<file path="config.mk">
export PLATFORM = sky130hd
export DESIGN_NAME = addsub_pipe_flat
export DESIGN_NICKNAME = d
export VERILOG_FILES = /design/src/rtl/addsub_pkg.sv /design/src/rtl/addsub_pipe_if.sv /design/src/rtl/addsub_segment.sv /design/src/rtl/addsub_pipe.sv /design/src/flat_wrapper.sv
export SDC_FILE = /design/constraint.sdc
export NUM_CORES = 1
export LEC_CHECK = 0
export CAP_MARGIN = 20
export CORE_MARGIN = 4
export CORE_UTILIZATION = 55
export CTS_BUF_LIST = sky130_fd_sc_hd__clkbuf_2 sky130_fd_sc_hd__clkbuf_4 sky130_fd_sc_hd__clkbuf_8
export CTS_CLUSTER_DIAMETER = 100
export CTS_CLUSTER_SIZE = 24
export DETAILED_ROUTE_END_ITERATION = 6
export DONT_BUFFER_PORTS = 1
export PLACE_DENSITY = 0.73
export REMOVE_ABC_BUFFERS = 1
export SKIP_CTS_REPAIR_TIMING = 1
export SYNTH_ARGS = -nofsm -noshare
export SYNTH_HDL_FRONTEND = slang
export SYNTH_SLANG_ARGS = --single-unit
export TNS_END_PERCENT = 20
</file>
<file path="constraint.sdc">
create_clock -name clock -period 3.7 [get_ports clock]
set_input_delay 1.11 -clock clock [delete_from_list [all_inputs] [get_ports clock]]
set_output_delay 1.11 -clock clock [all_outputs]
set_load 0.02 [all_outputs]
</file>
<file path="src/rtl/addsub_pkg.sv">
// addsub_pkg: opcodes, EX flag indices and operand helpers shared by the add/sub pipeline
package addsub_pkg;
  typedef enum logic [1:0] {OP_ADD = 2'b00, OP_SUB = 2'b01, OP_ADC = 2'b10, OP_SBC = 2'b11} op_e;
  localparam int FLAG_N = 3;
  localparam int FLAG_Z = 2;
  localparam int FLAG_C = 1;
  localparam int FLAG_V = 0;
  function automatic logic inv_b(logic [1:0] op);
    return op[0];
  endfunction
  function automatic logic init_carry(logic [1:0] op, logic cin);
    return op[1] ? cin : op[0];
  endfunction
endpackage

</file>
<file path="src/rtl/addsub_pipe_if.sv">
// addsub_pipe_if: operand and result handshake bundle of the add/sub pipeline
interface addsub_pipe_if #(parameter int WIDTH = 16);
  logic             in_valid;
  logic             in_ready;
  logic [1:0]       op;
  logic [WIDTH-1:0] operand_a;
  logic [WIDTH-1:0] operand_b;
  logic             carry_in;
  logic             out_valid;
  logic             out_ready;
  logic [WIDTH-1:0] result;
  logic             flag_n;
  logic             flag_z;
  logic             flag_c;
  logic             flag_v;
  modport master (
    output in_valid, op, operand_a, operand_b, carry_in, out_ready,
    input  in_ready, out_valid, result, flag_n, flag_z, flag_c, flag_v
  );
  modport slave (
    input  in_valid, op, operand_a, operand_b, carry_in, out_ready,
    output in_ready, out_valid, result, flag_n, flag_z, flag_c, flag_v
  );
endinterface

</file>
<file path="src/rtl/addsub_segment.sv">
// addsub_segment: combinational SEG-bit adder slice with carry out and zero detect
module addsub_segment #(parameter int SEG = 8) (
  input  logic [SEG-1:0] a,
  input  logic [SEG-1:0] b_eff,
  input  logic           cin,
  output logic [SEG-1:0] sum,
  output logic           cout,
  output logic           seg_zero
);
  assign {cout, sum} = {1'b0, a} + {1'b0, b_eff} + {{SEG{1'b0}}, cin};
  assign seg_zero = ~|sum;
endmodule

</file>
<file path="src/rtl/addsub_pipe.sv">
// addsub_pipe: segmented pipelined ADD/SUB/ADC/SBC with NZCV flags and full backpressure
module addsub_pipe
  import addsub_pkg::*;
#(
  parameter int WIDTH  = 16,
  parameter int STAGES = 2
) (
  input logic        clock,
  input logic        reset,
  addsub_pipe_if.slave bus
);
  localparam int SEG = WIDTH / STAGES;
  localparam int L = STAGES - 1;
  localparam logic [STAGES-1:0] ONES = '1;
  logic [STAGES-1:0] valid_q, c_q, z_q, load;
  logic [WIDTH-1:0]  a_q [STAGES];
  logic [WIDTH-1:0]  b_q [STAGES];
  logic [WIDTH-1:0]  r_q [STAGES];
  logic [WIDTH-1:0]  a_s [STAGES];
  logic [WIDTH-1:0]  b_s [STAGES];
  logic [WIDTH-1:0]  r_s [STAGES];
  logic [WIDTH-1:0]  r_d [STAGES];
  logic [SEG-1:0]    sum [STAGES];
  logic [STAGES-1:0] c_s, z_s, v_s, co, sz;
  logic [3:0]        flags;
  always_comb begin
    a_s[0] = bus.operand_a;
    b_s[0] = bus.operand_b ^ {WIDTH{inv_b(bus.op)}};
    r_s[0] = '0;
    c_s[0] = init_carry(bus.op, bus.carry_in);
    z_s[0] = 1'b1;
    v_s[0] = bus.in_valid;
    for (int k = 1; k < STAGES; k++) begin
      a_s[k] = a_q[k-1];
      b_s[k] = b_q[k-1];
      r_s[k] = r_q[k-1];
      c_s[k] = c_q[k-1];
      z_s[k] = z_q[k-1];
      v_s[k] = valid_q[k-1];
    end
    for (int k = 0; k < STAGES; k++) begin
      r_d[k] = r_s[k];
      r_d[k][k*SEG +: SEG] = sum[k];
    end
  end
  // A stage can load unless it and every stage after it are full and the consumer stalls
  for (genvar k = 0; k < STAGES; k++) begin : g_seg
    addsub_segment #(.SEG(SEG)) u_seg (
      .a(a_s[k][k*SEG +: SEG]),
      .b_eff(b_s[k][k*SEG +: SEG]),
      .cin(c_s[k]),
      .sum(sum[k]),
      .cout(co[k]),
      .seg_zero(sz[k])
    );
    assign load[k] = bus.out_ready || ((valid_q >> k) != (ONES >> k));
  end
  always_ff @(posedge clock)
    if (reset) begin
      valid_q <= '0;
      c_q <= '0;
      z_q <= '0;
      for (int k = 0; k < STAGES; k++) begin
        a_q[k] <= '0;
        b_q[k] <= '0;
        r_q[k] <= '0;
      end
    end else
      for (int k = 0; k < STAGES; k++) begin
        if (load[k]) valid_q[k] <= v_s[k];
        if (load[k] && v_s[k]) begin
          a_q[k] <= a_s[k];
          b_q[k] <= b_s[k];
          r_q[k] <= r_d[k];
          c_q[k] <= co[k];
          z_q[k] <= z_s[k] & sz[k];
        end
      end
  always_comb begin
    flags = '0;
    flags[FLAG_N] = r_q[L][WIDTH-1];
    flags[FLAG_Z] = z_q[L];
    flags[FLAG_C] = c_q[L];
    flags[FLAG_V] = (a_q[L][WIDTH-1] == b_q[L][WIDTH-1]) && (r_q[L][WIDTH-1] != a_q[L][WIDTH-1]);
  end
  assign bus.in_ready  = load[0];
  assign bus.out_valid = valid_q[L];
  assign bus.result    = r_q[L];
  assign bus.flag_n    = flags[FLAG_N];
  assign bus.flag_z    = flags[FLAG_Z];
  assign bus.flag_c    = flags[FLAG_C];
  assign bus.flag_v    = flags[FLAG_V];
endmodule

</file>
<file path="src/flat_wrapper.sv">
// flat-port wrapper written by rule: the top's interface ports become plain ports
module addsub_pipe_flat import addsub_pkg::*;
#(
  parameter int WIDTH  = 16,
  parameter int STAGES = 2
)
  (clock, reset, bus_in_valid, bus_op, bus_operand_a, bus_operand_b, bus_carry_in, bus_out_ready, bus_in_ready, bus_out_valid, bus_result, bus_flag_n, bus_flag_z, bus_flag_c, bus_flag_v);
  addsub_pipe_if #(.WIDTH(WIDTH)) bus_i ();
  input logic clock;
  input logic reset;
  input wire logic [$bits(bus_i.in_valid)-1:0] bus_in_valid;
  input wire logic [$bits(bus_i.op)-1:0] bus_op;
  input wire logic [$bits(bus_i.operand_a)-1:0] bus_operand_a;
  input wire logic [$bits(bus_i.operand_b)-1:0] bus_operand_b;
  input wire logic [$bits(bus_i.carry_in)-1:0] bus_carry_in;
  input wire logic [$bits(bus_i.out_ready)-1:0] bus_out_ready;
  output wire logic [$bits(bus_i.in_ready)-1:0] bus_in_ready;
  output wire logic [$bits(bus_i.out_valid)-1:0] bus_out_valid;
  output wire logic [$bits(bus_i.result)-1:0] bus_result;
  output wire logic [$bits(bus_i.flag_n)-1:0] bus_flag_n;
  output wire logic [$bits(bus_i.flag_z)-1:0] bus_flag_z;
  output wire logic [$bits(bus_i.flag_c)-1:0] bus_flag_c;
  output wire logic [$bits(bus_i.flag_v)-1:0] bus_flag_v;
  assign bus_i.in_valid = bus_in_valid;
  assign bus_i.op = bus_op;
  assign bus_i.operand_a = bus_operand_a;
  assign bus_i.operand_b = bus_operand_b;
  assign bus_i.carry_in = bus_carry_in;
  assign bus_i.out_ready = bus_out_ready;
  assign bus_in_ready = bus_i.in_ready;
  assign bus_out_valid = bus_i.out_valid;
  assign bus_result = bus_i.result;
  assign bus_flag_n = bus_i.flag_n;
  assign bus_flag_z = bus_i.flag_z;
  assign bus_flag_c = bus_i.flag_c;
  assign bus_flag_v = bus_i.flag_v;
  addsub_pipe #(.WIDTH(WIDTH), .STAGES(STAGES)) u_core (.clock(clock), .reset(reset), .bus(bus_i));
endmodule
</file>
==> out/qor.yml <==
first_pass_iters: 4
synthArstFlopShare_pct: 0
r2r-end: "u_core.z_q[1]$_SDFFE_PP0P_"
whs_ns: 0.523
cts-root-buf: "clkbuf_8"
p_leak_uw: 0.00110
synth_cells: 221
start_util_pct: 58.4
post-place-ws_ns: 0.288
ys_types: 46
grt_pass1_wl_um: 7680
ant_nets: 0
diodes: 0
finalCritPeriodShare_pct: 83.8
setup_slack_ns: 0.598
synth_edf_count: 42
relSlewSlack_pct: 49.1
path_max_fanout: 17
crit_type: "primary input to flop"
layout.nets: 279
worstSetupStartpoint: "bus_op[0]"
hold_path_class: "flop to flop"
regToRegSetupSlack_ns: 1.15
drtIter0Drc: 84
drv_cap: 0
gp_congestion: 0.849
grt_use_total_pct: 16.6
seq_area_um2: 1380
powerDensity_nw_per_um2: 468
coreArea_um2: 4470
overflow: 0
final_max_slew_viol_count: 0
cp_data_arrival_time_ns: 3.32
numCtsBuffers: 5
total_power_uw: 1300
yosysTopAreaCell: "edfxtp_1"
fillers: 348
synthTopCellsByArea: "edfxtp_1, ha_1, and2_1, dfxtp_1, xnor2_1"
grt_max_degree: 20
antenna_found_initial: 0
ys_seq_area_share_pct: 52.9
rr_worst_depth: 7
yosys.area.top_type_share_pct: 48.3
layout_commonest_cell: "edfxtp_1"
cts_tree: "done"
grt_pass1_vias: 1662
cp.required_ns: 3.92
h-tree-depth: 2
ys_seq_elements: 48
status: "complete, no violations"
multiInputGateArea_um2: 1170
rsz0062_at_grt: "no"
setup_viol: 0
r2r_start: "u_core.a_q[0][8]$_SDFFCE_PN0P_"
tightest_slew_ns: 0.764
final_area_um2: 2770
num_io_pins: 61
drc: 0
clock_latency_ns: 0.29
layout_common_cells: "edfxtp_1, nor2_1, and2_1"
drive_gt1_share_pct: 7.17
hpwl_um: 3560
clock_path_buffers: 2
yosysWarningCount: 0
die_w_um: 76.9
timing.setup.tns_ns: 0
wl_um: 4530
hold_violations: 0
syn_area_per_cell_um2: 11.8
peakVddDrop_mv: 0.172
endpoint_kind: "flop"
period_minus_slack_ns: 3.10
cp-start-kind: "primary input"
vias: 1587
dieArea_um2: 5910
viasPerCell: 5.77
syn2layout_area_growth_pct: 6.18
ys.flop_type: "edfxtp_1"
detail_route.wl_per_cell_um: 16.5
rows: 24
fmax_mhz: 322
die_h_um: 76.9
path_clk_slew_ns: 0.08
holdPathStages: 1
port_buffers: 0
placed_area_um2: 2660
cts_num_sinks: 48
crit_end: "u_core.z_q[0]$_SDFFE_PP0P_"
finClkSkew_ns: 0.00654
syn_area_um2: 2610
layer usage:
metal / GRT usage, % / vias up / routed length, um
met5: 0 / - / 0
met4: 6.16 / 0 / 82
met3: 6.79 / 9 / 330
met2: 27.6 / 63 / 2160
met1: 19.2 / 735 / 1950
li1: - / 780 / -
metrics by stage:
stage	std cells	util, %
after detailed placement	267	59.5
after global placement	267	59.5
final	275	62.0
after floorplan	213	-
after global routing	275	62.0
after CTS	275	62.0
worst min-delay path by stage:
| stage | startpoint | end | slack, ns |
|---|---|---|---|
| finish | u_core.r_q[0][2]$_SDFFCE_PN0P_ | u_core.r_q[0][18]$_SDFFCE_PN0P_ | 0.52 |
| floorplan | u_core.valid_q[0]$_SDFFE_PP0N_ | u_core.valid_q[1]$_SDFFE_PP0N_ | 0.48 |
| global route | u_core.r_q[0][2]$_SDFFCE_PN0P_ | u_core.r_q[0][18]$_SDFFCE_PN0P_ | 0.55 |
| detailed placement | u_core.r_q[0][2]$_SDFFCE_PN0P_ | u_core.r_q[0][18]$_SDFFCE_PN0P_ | 0.50 |
| global placement | u_core.r_q[0][1]$_SDFFCE_PN0P_ | u_core.r_q[0][17]$_SDFFCE_PN0P_ | 0.51 |
| CTS | u_core.r_q[0][2]$_SDFFCE_PN0P_ | u_core.r_q[0][18]$_SDFFCE_PN0P_ | 0.52 |
area by class of cell:
| class | instances | area share, % |
|---|---|---|
| Tap cell | 52 | 2.35 |
| Clock buffer | 6 | 2.75 |
| Clock inverter | 2 | 1.26 |
| Timing Repair Buffer | 2 | 0.542 |
| Multi-Input combinational cell | 158 | 42.3 |
| Sequential cell | 48 | 49.8 |
| Inverter | 7 | 0.948 |
cells in the mapped netlist, types with 2 or more instances:
cell type,n
nor2_1,28
xnor2_1,13
nor2b_4,2
o21ai_0,5
o21a_1,2
nor2b_1,2
or3_1,3
xor2_1,12
fa_1,4
or2b_1,2
a211oi_1,2
nor3_1,4
dfxtp_1,6
nand2b_1,4
and2_1,24
a221oi_1,2
ha_1,14
clkbuf_1,5
a21o_1,3
nand2_1,4
o31a_1,3
o31ai_1,2
inv_1,7
edfxtp_1,42
a21oi_1,5
power by group:
part,total (uW),switching [uW],internal (uW)
Clock,373,165,208
Sequential,693,44.3,649
Combinational,232,130,102
Total,1300,339,959
registers in the layout, indices dropped and copies added (netlist names):
name / count
u_core.b_q: 9
u_core.c_q: 2
u_core.a_q: 9
u_core.z_q: 2
u_core.valid_q: 2
u_core.r_q: 24
kinds of logic (layout without fill, tap and decap cells):
| logic type | count (synthesis) | in the layout | synth area share, % |
|---|---|---|---|
| buffers and inverters | 15 | 17 | 2.35 |
| XOR/XNOR | 25 | 25 | 8.39 |
| AO/OA/AOI/OAI | 31 | 31 | 8.39 |
| multiplexers | 1 | 1 | 0.383 |
| adder cells (fa/ha/maj) | 18 | 18 | 9.77 |
| flip-flops | 48 | 48 | 52.9 |
| AND/OR/NAND/NOR | 83 | 83 | 17.8 |
worst max-delay path, cell delays in order:
cell,delay (ns)
xnor2_1,0.13
fa_1,0.49
fa_1,0.43
nor2b_1,0.16
o31a_1,0.19
a21oi_1,0.07
or4b_1,0.53
o31ai_2,0.21
Power figures use the tool's default switching activity.
